<file path="src/rtl/zbt_pkg.sv">
// Shared definitions for the ZBT point writer: bus widths, writer states,
// and the packing of a 3D point into one ZBT word.
package zbt_pkg;
  localparam int ZBT_ADDR_W = 19;
  localparam int ZBT_DATA_W = 36;
  localparam int COORD_W    = 10;

  typedef enum logic [1:0] {
    ST_IDLE    = 2'd0,
    ST_CAPTURE = 2'd1,
    ST_DRAIN   = 2'd2,
    ST_DONE    = 2'd3
  } wr_state_t;

  function automatic logic [ZBT_DATA_W-1:0] pack_point(
    input logic [COORD_W-1:0] x,
    input logic [COORD_W-1:0] y,
    input logic [COORD_W-1:0] z
  );
    return {6'b0, x, y, z};
  endfunction
endpackage

</file>
<file path="src/rtl/point_fifo.sv">
// Small synchronous FIFO with a registered read port; pop_data presents the
// popped word the cycle after pop and holds it until the next pop.
module point_fifo #(
  parameter int WIDTH = 36,
  parameter int DEPTH = 4
) (
  input  logic             clk,
  input  logic             reset,
  input  logic             push,
  input  logic [WIDTH-1:0] push_data,
  input  logic             pop,
  output logic [WIDTH-1:0] pop_data,
  output logic             full,
  output logic             empty
);
  localparam int AW = $clog2(DEPTH);

  logic [WIDTH-1:0] mem [DEPTH];
  logic [AW:0]      wr_ptr_reg;
  logic [AW:0]      rd_ptr_reg;
  logic [WIDTH-1:0] rd_data_reg;
  logic             do_push;
  logic             do_pop;

  // Pointers carry one extra wrap bit so full and empty are distinguishable.
  assign empty    = (wr_ptr_reg == rd_ptr_reg);
  assign full     = (wr_ptr_reg[AW] != rd_ptr_reg[AW]) &&
                    (wr_ptr_reg[AW-1:0] == rd_ptr_reg[AW-1:0]);
  assign do_push  = push && !full;
  assign do_pop   = pop && !empty;
  assign pop_data = rd_data_reg;

  always_ff @(posedge clk) begin
    if (do_push) begin
      mem[wr_ptr_reg[AW-1:0]] <= push_data;
    end
  end

  always_ff @(posedge clk) begin
    if (reset) begin
      wr_ptr_reg  <= '0;
      rd_ptr_reg  <= '0;
      rd_data_reg <= '0;
    end else begin
      if (do_push) begin
        wr_ptr_reg <= wr_ptr_reg + (AW+1)'(1);
      end
      if (do_pop) begin
        rd_ptr_reg  <= rd_ptr_reg + (AW+1)'(1);
        rd_data_reg <= mem[rd_ptr_reg[AW-1:0]];
      end
    end
  end
endmodule

</file>
<file path="src/rtl/point_zbt_writer.sv">
// Buffers reconstructed 3D points and writes them as packed words to
// consecutive ZBT addresses, one per granted write slot, framed by start/end.
module point_zbt_writer
  import zbt_pkg::*;
#(
  parameter int BASE_ADDR  = 0,
  parameter int MAX_POINTS = 307200,
  parameter int FIFO_DEPTH = 4
) (
  input  logic                  clk,
  input  logic                  reset,
  input  logic                  frame_start,
  input  logic                  frame_end,
  input  logic                  pt_valid,
  output logic                  pt_ready,
  input  logic [COORD_W-1:0]    pt_x,
  input  logic [COORD_W-1:0]    pt_y,
  input  logic [COORD_W-1:0]    pt_z,
  input  logic                  wr_slot,
  output logic [ZBT_ADDR_W-1:0] write_addr,
  output logic [ZBT_DATA_W-1:0] write_data,
  output logic                  write_en,
  output logic [ZBT_ADDR_W-1:0] point_count,
  output logic                  busy,
  output logic                  overflow,
  output logic                  done
);
  // One extra bit so a full-address-space MAX_POINTS still compares correctly.
  localparam int                    CNT_W   = ZBT_ADDR_W + 1;
  localparam logic [CNT_W-1:0]      MAX_CNT = CNT_W'(MAX_POINTS);
  localparam logic [ZBT_ADDR_W-1:0] BASE    = ZBT_ADDR_W'(BASE_ADDR);

  wr_state_t               state_reg;
  wr_state_t               state_next;
  logic [ZBT_ADDR_W-1:0]   addr_cnt_reg;
  logic [ZBT_ADDR_W-1:0]   write_addr_reg;
  logic [ZBT_ADDR_W-1:0]   point_count_reg;
  logic [CNT_W-1:0]        accepted_reg;
  logic                    overflow_reg;
  logic                    write_en_reg;

  logic                    fifo_full;
  logic                    fifo_empty;
  logic [ZBT_DATA_W-1:0]   fifo_pop_data;
  logic                    capturing;
  logic                    has_room;
  logic                    frame_begin;
  logic                    push;
  logic                    pop;

  assign capturing   = (state_reg == ST_CAPTURE);
  assign has_room    = (accepted_reg < MAX_CNT);
  assign frame_begin = (state_reg == ST_IDLE) && frame_start;
  assign push        = pt_valid && pt_ready;
  assign pop         = ((state_reg == ST_CAPTURE) || (state_reg == ST_DRAIN)) &&
                       wr_slot && !fifo_empty;

  point_fifo #(
    .WIDTH (ZBT_DATA_W),
    .DEPTH (FIFO_DEPTH)
  ) u_fifo (
    .clk       (clk),
    .reset     (reset),
    .push      (push),
    .push_data (pack_point(pt_x, pt_y, pt_z)),
    .pop       (pop),
    .pop_data  (fifo_pop_data),
    .full      (fifo_full),
    .empty     (fifo_empty)
  );

  always_ff @(posedge clk) begin
    if (reset) begin
      state_reg <= ST_IDLE;
    end else begin
      state_reg <= state_next;
    end
  end

  always_comb begin
    state_next = state_reg;
    pt_ready   = 1'b0;
    busy       = 1'b0;
    done       = 1'b0;
    case (state_reg)
      ST_IDLE: begin
        if (frame_start) state_next = ST_CAPTURE;
      end
      ST_CAPTURE: begin
        pt_ready = !fifo_full && has_room;
        busy     = 1'b1;
        if (frame_end) state_next = ST_DRAIN;
      end
      ST_DRAIN: begin
        busy = 1'b1;
        // A write strobing this cycle still counts as pending.
        if (fifo_empty && !write_en_reg) state_next = ST_DONE;
      end
      ST_DONE: begin
        done       = 1'b1;
        state_next = ST_IDLE;
      end
      default: state_next = ST_IDLE;
    endcase
  end

  always_ff @(posedge clk) begin
    if (reset) begin
      addr_cnt_reg    <= '0;
      write_addr_reg  <= '0;
      point_count_reg <= '0;
      accepted_reg    <= '0;
      overflow_reg    <= 1'b0;
      write_en_reg    <= 1'b0;
    end else begin
      write_en_reg <= pop;
      if (frame_begin) begin
        addr_cnt_reg    <= BASE;
        point_count_reg <= '0;
        accepted_reg    <= '0;
        overflow_reg    <= 1'b0;
      end else begin
        if (pop) begin
          write_addr_reg  <= addr_cnt_reg;
          addr_cnt_reg    <= addr_cnt_reg + ZBT_ADDR_W'(1);
          point_count_reg <= point_count_reg + ZBT_ADDR_W'(1);
        end
        if (push) begin
          accepted_reg <= accepted_reg + CNT_W'(1);
        end
        if (capturing && pt_valid && !has_room) begin
          overflow_reg <= 1'b1;
        end
      end
    end
  end

  assign write_en    = write_en_reg;
  assign write_addr  = write_addr_reg;
  assign write_data  = fifo_pop_data;
  assign point_count = point_count_reg;
  assign overflow    = overflow_reg;
endmodule

</file>
<file path="config.mk">
export PLATFORM = sky130hd
export DESIGN_NAME = point_zbt_writer
export DESIGN_NICKNAME = d
export VERILOG_FILES = /design/src/rtl/zbt_pkg.sv /design/src/rtl/point_fifo.sv /design/src/rtl/point_zbt_writer.sv
export SDC_FILE = /design/constraint.sdc
export NUM_CORES = 1
export LEC_CHECK = 0
export ABC_AREA = 0
export CAP_MARGIN = 40
export CELL_PAD_IN_SITES_DETAIL_PLACEMENT = 0
export CELL_PAD_IN_SITES_GLOBAL_PLACEMENT = 2
export CORE_AREA = 2 2 176 178
export CTS_BUF_LIST = sky130_fd_sc_hd__clkbuf_2
export DETAILED_ROUTE_END_ITERATION = 12
export DIE_AREA = 0 0 178 180
export GPL_ROUTABILITY_DRIVEN = 0
export HOLD_SLACK_MARGIN = 0.06
export MAX_ROUTING_LAYER = met4
export PLACE_DENSITY_LB_ADDON = 0.08
export SYNTH_ARGS = -nofsm -noshare
export SYNTH_HDL_FRONTEND = slang
export SYNTH_HIERARCHICAL = 1
export SYNTH_SLANG_ARGS = --single-unit
export TNS_END_PERCENT = 50
</file>
<file path="constraint.sdc">
create_clock -name clk -period 3 [get_ports clk]
set_clock_uncertainty 0.05 [all_clocks]
set_input_delay 0.9 -clock clk [delete_from_list [all_inputs] [get_ports clk]]
set_output_delay 0.9 -clock clk [all_outputs]
set_load 0.01 [all_outputs]
</file>
Word level (Yosys, flattened, before mapping) --
Memories as Yosys holds them, arrays and structs flattened. A register that Yosys moved wholly into a read port is not among the register bits. Cells that the tools add are included.
Word-level totals: input port bits 36, register bits after elaboration 123, memory bits (writable) 120, output and inout port bits 79, latch bits 0, logic and storage cells 57, ROM bits 0, memories kept 1
Memory list:
- u_fifo.mem | words 4, width 30, read ports 1, clocked after memory_dff 1, write ports 1, RTL line point_fifo.sv:18 | logic [WIDTH-1:0] mem [DEPTH];
Cells by class: shift operators 0, order comparisons 1, div/mod/pow operators 0, muxes and demuxes 9, $add $sub $neg 5, equal/unequal tests 9, reductions and logical operators 21, multipliers 0, bitwise logic cells 1
Operators by type and width (count):
- adder 19 x 1 -> 19 bit (second input constant) | 2
- adder 20 x 1 -> 20 bit (second input constant) | 1
- less-than comparator 20 x 19 -> 1 bit (second input constant) | 1
- logical AND 1 bit | 11
- one-hot mux 2 bit (4 select lines) | 1
- adder 3 x 1 -> 3 bit (second input constant) | 2
- 2-to-1 mux 2 bit | 3
- 2-to-1 mux 1 bit | 5
- equality test 2 bit (second input constant) | 2
- zero test 1 bit | 4
- != test 2 bit (second input constant) | 2
- OR reduction 2 bit | 2
- equality test 3 bit | 1
- AND reduction 3 bit | 1
- equality test 2 x 1 -> 1 bit (second input constant) | 1
- equality test 2 bit | 1
- zero test 2 bit | 1
- != test 2 x 1 -> 1 bit (second input constant) | 1
- AND reduction 2 bit | 1
- logical OR 1 bit | 1
- != test 1 bit | 1
- inverter 1 bit | 1

Logic depth before layout (Yosys ltp) --
depth in word-level cells 9, depth in mapped cells 11

Modules after synthesis --
The synthesis kept the hierarchy.
Modules (own cells, without submodules):
- point_fifo | instances 1, seq. area each 5165.0 um^2, cells each 398, area an instance 7357.1 um^2
- point_zbt_writer | instances 1, seq. area each 1621.6 um^2, cells each 429, area an instance 3593.4 um^2

Worst setup path after synthesis --
Ideal clock, no wire load.
path type register to register, from register u_fifo.rd_ptr_reg[1], to memory u_fifo/mem[0][0] in the netlist's numbering, enable pin, path slack -0.228 ns, arrival 2.781 ns, cell stages (with the launch flop) 10, path buffers 1, period minus slack after synthesis 3.228 ns, data required time 2.553 ns, path through dfxtp_1 > buf_1 > xnor2_1 > nand3_1 > inv_1 > and3b_1 > o2111ai_1 > inv_1 > o31a_1 > and2_1
On the way: cells in the longest elaborated chain, start to end 9
RTL lines:
- start: declaration | RTL line point_fifo.sv:20 | logic [AW:0] rd_ptr_reg;
- start signal: assignment | RTL line point_fifo.sv:49 | rd_ptr_reg <= rd_ptr_reg + (AW+1)'(1);
- equality test 2 bit | RTL line point_fifo.sv:28 | (wr_ptr_reg[AW-1:0] == rd_ptr_reg[AW-1:0]);
- logical AND 1 bit | RTL line point_fifo.sv:27 | assign full = (wr_ptr_reg[AW] != rd_ptr_reg[AW]) &&
- via fifo_full | RTL line point_zbt_writer.sv:42 | logic fifo_full;
- zero test 1 bit | RTL line point_zbt_writer.sv:90 | pt_ready = !fifo_full && has_room;
- logical AND 1 bit | RTL line point_zbt_writer.sv:90
- 2-to-1 mux 1 bit | RTL line point_zbt_writer.sv:85 | case (state_reg)
- logical AND 1 bit | RTL line point_zbt_writer.sv:54 | assign push = pt_valid && pt_ready;
- via push | RTL line point_zbt_writer.sv:48 | logic push;
- logical AND 1 bit | RTL line point_fifo.sv:29 | assign do_push = push && !full;
- 2-to-1 mux 1 bit | RTL line point_fifo.sv:34 | if (do_push) begin
- 2-to-1 mux 1 bit (implied by the code) | RTL line point_fifo.sv:35 | mem[wr_ptr_reg[AW-1:0]] <= push_data;
- end: declaration | RTL line point_fifo.sv:18
The timed path passes the listed nets, and every way through them passes these cells.

Final worst setup path --
from register accepted_reg[16], to output port pt_ready
On the way: cells in the longest elaborated chain, start to end 3
RTL lines:
- start: declaration | RTL line point_zbt_writer.sv:38 | logic [CNT_W-1:0] accepted_reg;
- start signal: assignment | RTL line point_zbt_writer.sv:129 | accepted_reg <= accepted_reg + CNT_W'(1);
- less-than comparator 20 x 19 -> 1 bit | RTL line point_zbt_writer.sv:52 | assign has_room = (accepted_reg < MAX_CNT);
- logical AND 1 bit | RTL line point_zbt_writer.sv:90
- 2-to-1 mux 1 bit | RTL line point_zbt_writer.sv:85
- end: declaration | RTL line point_zbt_writer.sv:15 | output logic pt_ready,
No other way between the ends.

==> impl_metrics.env <==
export IMPL_final_min_period_over_clock_period=0.955
export IMPL_global_route_peak_usage_layer="met2"
export IMPL_nets=1078
export IMPL_synth_warning_count=6
export IMPL_hold_viol=0
export IMPL_initial_utilization=0.363
export IMPL_setup_viol=0
export IMPL_regToRegSetupSlack_ns=0.60
export IMPL_status="finished, final reports clean"
export IMPL_timing_final_crit_period_ns=2.87
export IMPL_std_cell_rows=64
export IMPL_tritoncts_buffers=73
export IMPL_post_cts_hold_buffer_count=0
export IMPL_proportion_of_layout_cells_with_a_drive_suffix_above_1=0.198
export IMPL_final_max_slew_viol_count=0
export IMPL_grt_pass1_vias=7653
export IMPL_synth_edff_count=144
export IMPL_synth_simple_gate_area_share=0.143
export IMPL_syn_avg_cell_area_sq_um=13.2
export IMPL_relSlewSlack=0.459
export IMPL_synth_xor_xnor_area_share=0.0231
export IMPL_num_vias=7256
export IMPL_grt_setup_unrepaired="true"
export IMPL_grt_util_met1=0.188
export IMPL_grtUsageTotal=0.161
export IMPL_mappedNetlistArea_sq_mm=0.0110
export IMPL_drt_iter0_drc=403
export IMPL_grt_start_max_net_pins=110
export IMPL_endpoint="pt_ready"
export IMPL_worst_r2r_startpoint="u_fifo/rd_ptr_reg[0]"
export IMPL_gr_usage_met3=0.0381
export IMPL_detailed_place_area_sq_mm=0.0127
export IMPL_cellPowerDensity_mw_per_mm2=553
export IMPL_async_sr_flop_fraction=0
export IMPL_place_detailed_instances=1350
export IMPL_post_route_drc_count=0
export IMPL_drt_total_wl_mm=24.3
export IMPL_final_core_utilization=0.445
export IMPL_synthDominantAreaCellType="sky130_fd_sc_hd__edfxtp_1"
export IMPL_finalHoldWorstSlack_ns=0.398
export IMPL_number_of_detailed_routing_iterations_run_before_antenna_repair=4
export IMPL_path_clk_slew_ns=0.11
export IMPL_die_area_sq_mm=0.0320
export IMPL_tritoncts="yes"
export IMPL_worst_slew_pin_slew_ns=0.812
export IMPL_start_to_end_type_of_the_worst_setup_path="register to output port"
export IMPL_post_route_setup_tns_ns=0
export IMPL_die_height_um=180
export IMPL_wire_length_of_the_first_global_routing_pass_mm=39.6
export IMPL_ctsRootBufferMaster="sky130_fd_sc_hd__clkbuf_2"
export IMPL_post_synth_mux_area_share=0.112
export IMPL_crit_path_end_kind="output port"
export IMPL_filler_cell_count=2811
export IMPL_grt_overflow=0
export IMPL_synth_top_family_by_area="simple AND/OR/NAND/NOR gates"
export IMPL_reg2reg_depth=5
export IMPL_layoutNonFillerInstCount=1481
export IMPL_num_io_pins=115
export IMPL_place_hpwl_mm=15.3
export IMPL_worst_ep_arrival_time_ns=1.92
export IMPL_antenna_found_initial=2
export IMPL_critical_path_startpoint_type="register"
export IMPL_core_area_sq_mm=0.0302
export IMPL_most_instantiated_library_cell_after_synthesis="sky130_fd_sc_hd__edfxtp_1"
export IMPL_route_detailed_vias_per_inst=4.90
export IMPL_use_met2=0.266
export IMPL_drt_antenna_violating_nets=0
export IMPL_ys_flop_type="sky130_fd_sc_hd__edfxtp_1"
export IMPL_synth_compound_area_frac=0.0592
export IMPL_area_growth_syn_to_layout_pct=22.6
export IMPL_maxClockFrequency_mhz=349
export IMPL_design_area_sq_mm=0.0134
export IMPL_io_buffers=114
export IMPL_critical_path_max_fanout=4
export IMPL_drt_wirelength_per_cell_um=16.4
export IMPL_worstSkewPairLatency_ns=0.83
export IMPL_cellLeakagePower_nw=4.72
export IMPL_worst_hold_path_type="register to register"
export IMPL_synthAdderAreaFrac=0.0137
export IMPL_ctsHtreeMaxLevel=3
export IMPL_post_synth_most_frequent_cells="144 x sky130_fd_sc_hd__edfxtp_1, 123 x sky130_fd_sc_hd__dfxtp_1, 78 x sky130_fd_sc_hd__nand2b_1, 69 x sky130_fd_sc_hd__nand2_1, 57 x sky130_fd_sc_hd__a21oi_1"
export IMPL_clkSinkCount=267
export IMPL_ys_seq_elements=267
export IMPL_synth_cell_type_count=56
export IMPL_startpoint="accepted_reg[16]"
export IMPL_postSynthCellCount=827
export IMPL_synth_largest_type_area_fraction=0.395
export IMPL_drv_cap=0
export IMPL_floorplan_die_width_um=178
export IMPL_worst_endpoint_required_ns=2.05
export IMPL_largest_register_ffs=144
export IMPL_ir_drop_mv=0.229
export IMPL_ys_seq_area_frac=0.620
export IMPL_clockBufferDepth=3
export IMPL_r2r_end="u_fifo/mem[2][26]"
export IMPL_synth_top_area_cells="sky130_fd_sc_hd__edfxtp_1 39%, sky130_fd_sc_hd__dfxtp_1 22%, sky130_fd_sc_hd__mux4_2 7.4%, sky130_fd_sc_hd__nand2b_1 4.5%, sky130_fd_sc_hd__mux2i_1 3.6%"
## placed cells by master (no fill, tap or decap), types with 24 or more instances in the layout
cell type	instances
sky130_fd_sc_hd__buf_4	24
sky130_fd_sc_hd__conb_1	24
sky130_fd_sc_hd__clkdlybuf4s50_1	111
sky130_fd_sc_hd__mux4_2	36
sky130_fd_sc_hd__nand2_1	69
sky130_fd_sc_hd__dfxtp_1	117
sky130_fd_sc_hd__nor2_1	29
sky130_fd_sc_hd__a21oi_1	56
sky130_fd_sc_hd__edfxtp_1	144
sky130_fd_sc_hd__mux2i_1	39
sky130_fd_sc_hd__nand2b_1	78
sky130_fd_sc_hd__clkbuf_2	108
## routing by layer
metal / up-vias / wire [um]
met5: - / 0
met4: 0 / 582
met3: 50 / 1190
met2: 149 / 12100
met1: 3554 / 10500
li1: 3503 / -
## how the worst min path moves through the flow
stage	from	to	slack (ns)	cells after the start
final	addr_cnt_reg[18]	write_addr[18]	0.40	2
after global routing	addr_cnt_reg[18]	write_addr[18]	0.40	2
after CTS	addr_cnt_reg[18]	write_addr[18]	0.37	2
after detailed placement	write_addr[9]	write_addr[9]	0.40	2
after global placement	write_addr[12]	write_addr[12]	0.39	2
after floorplan	addr_cnt_reg[18]	write_addr[18]	0.39	2
## through the flow
stage                     worst slack, ns  total power [mW]
after floorplan                    -0.228              4.63
after global placement            0.00205              4.98
after detailed placement         -0.00500              5.00
after CTS                         -0.0947              7.60
after global routing              -0.0242              7.88
final                               0.134              7.43
## cell families after synthesis
| family | count (synthesis) |
|---|---|
| flip-flops | 267 |
| AO/OA/AOI/OAI | 108 |
| adder cells (fa/ha/maj) | 12 |
| XOR/XNOR | 25 |
| other | 1 |
| AND/OR/NAND/NOR | 280 |
| buffers and inverters | 57 |
| multiplexers | 77 |
## critical path, cell delays in order (launching register included)
cell                       delay (ns)
sky130_fd_sc_hd__dfxtp_1         0.35
sky130_fd_sc_hd__o21ai_2         0.20
sky130_fd_sc_hd__o211ai_1        0.15
sky130_fd_sc_hd__nor3b_2         0.26
sky130_fd_sc_hd__buf_2           0.17
## power breakdown
part	total [mW]	internal, mW	switching, mW
Sequential	4.06	4.00	0.0567
Clock	2.53	0.976	1.55
Combinational	0.843	0.379	0.464
Total	7.43	5.35	2.07
## final cells by class
| type | count | area [sq um] | area share |
|---|---|---|---|
| sequential | 267 | 6800 | 0.507 |
| multi-input combinational | 526 | 3960 | 0.295 |
| clock inverter | 20 | 104 | 0.00774 |
| antenna | 2 | 5.00 | 0.000373 |
| timing repair buffer | 144 | 1450 | 0.108 |
| clock buffer | 108 | 541 | 0.0403 |
| inverter | 18 | 67.6 | 0.00503 |
| tap | 396 | 495 | 0.0369 |
## timing repair
item                       CTS  global route
resized for setup            8            10
buffers inserted             0             1
setup endpoints to repair    2             2
cloned                       0             0
pin swaps                    1             1
(Power assumes the default switching activity.)
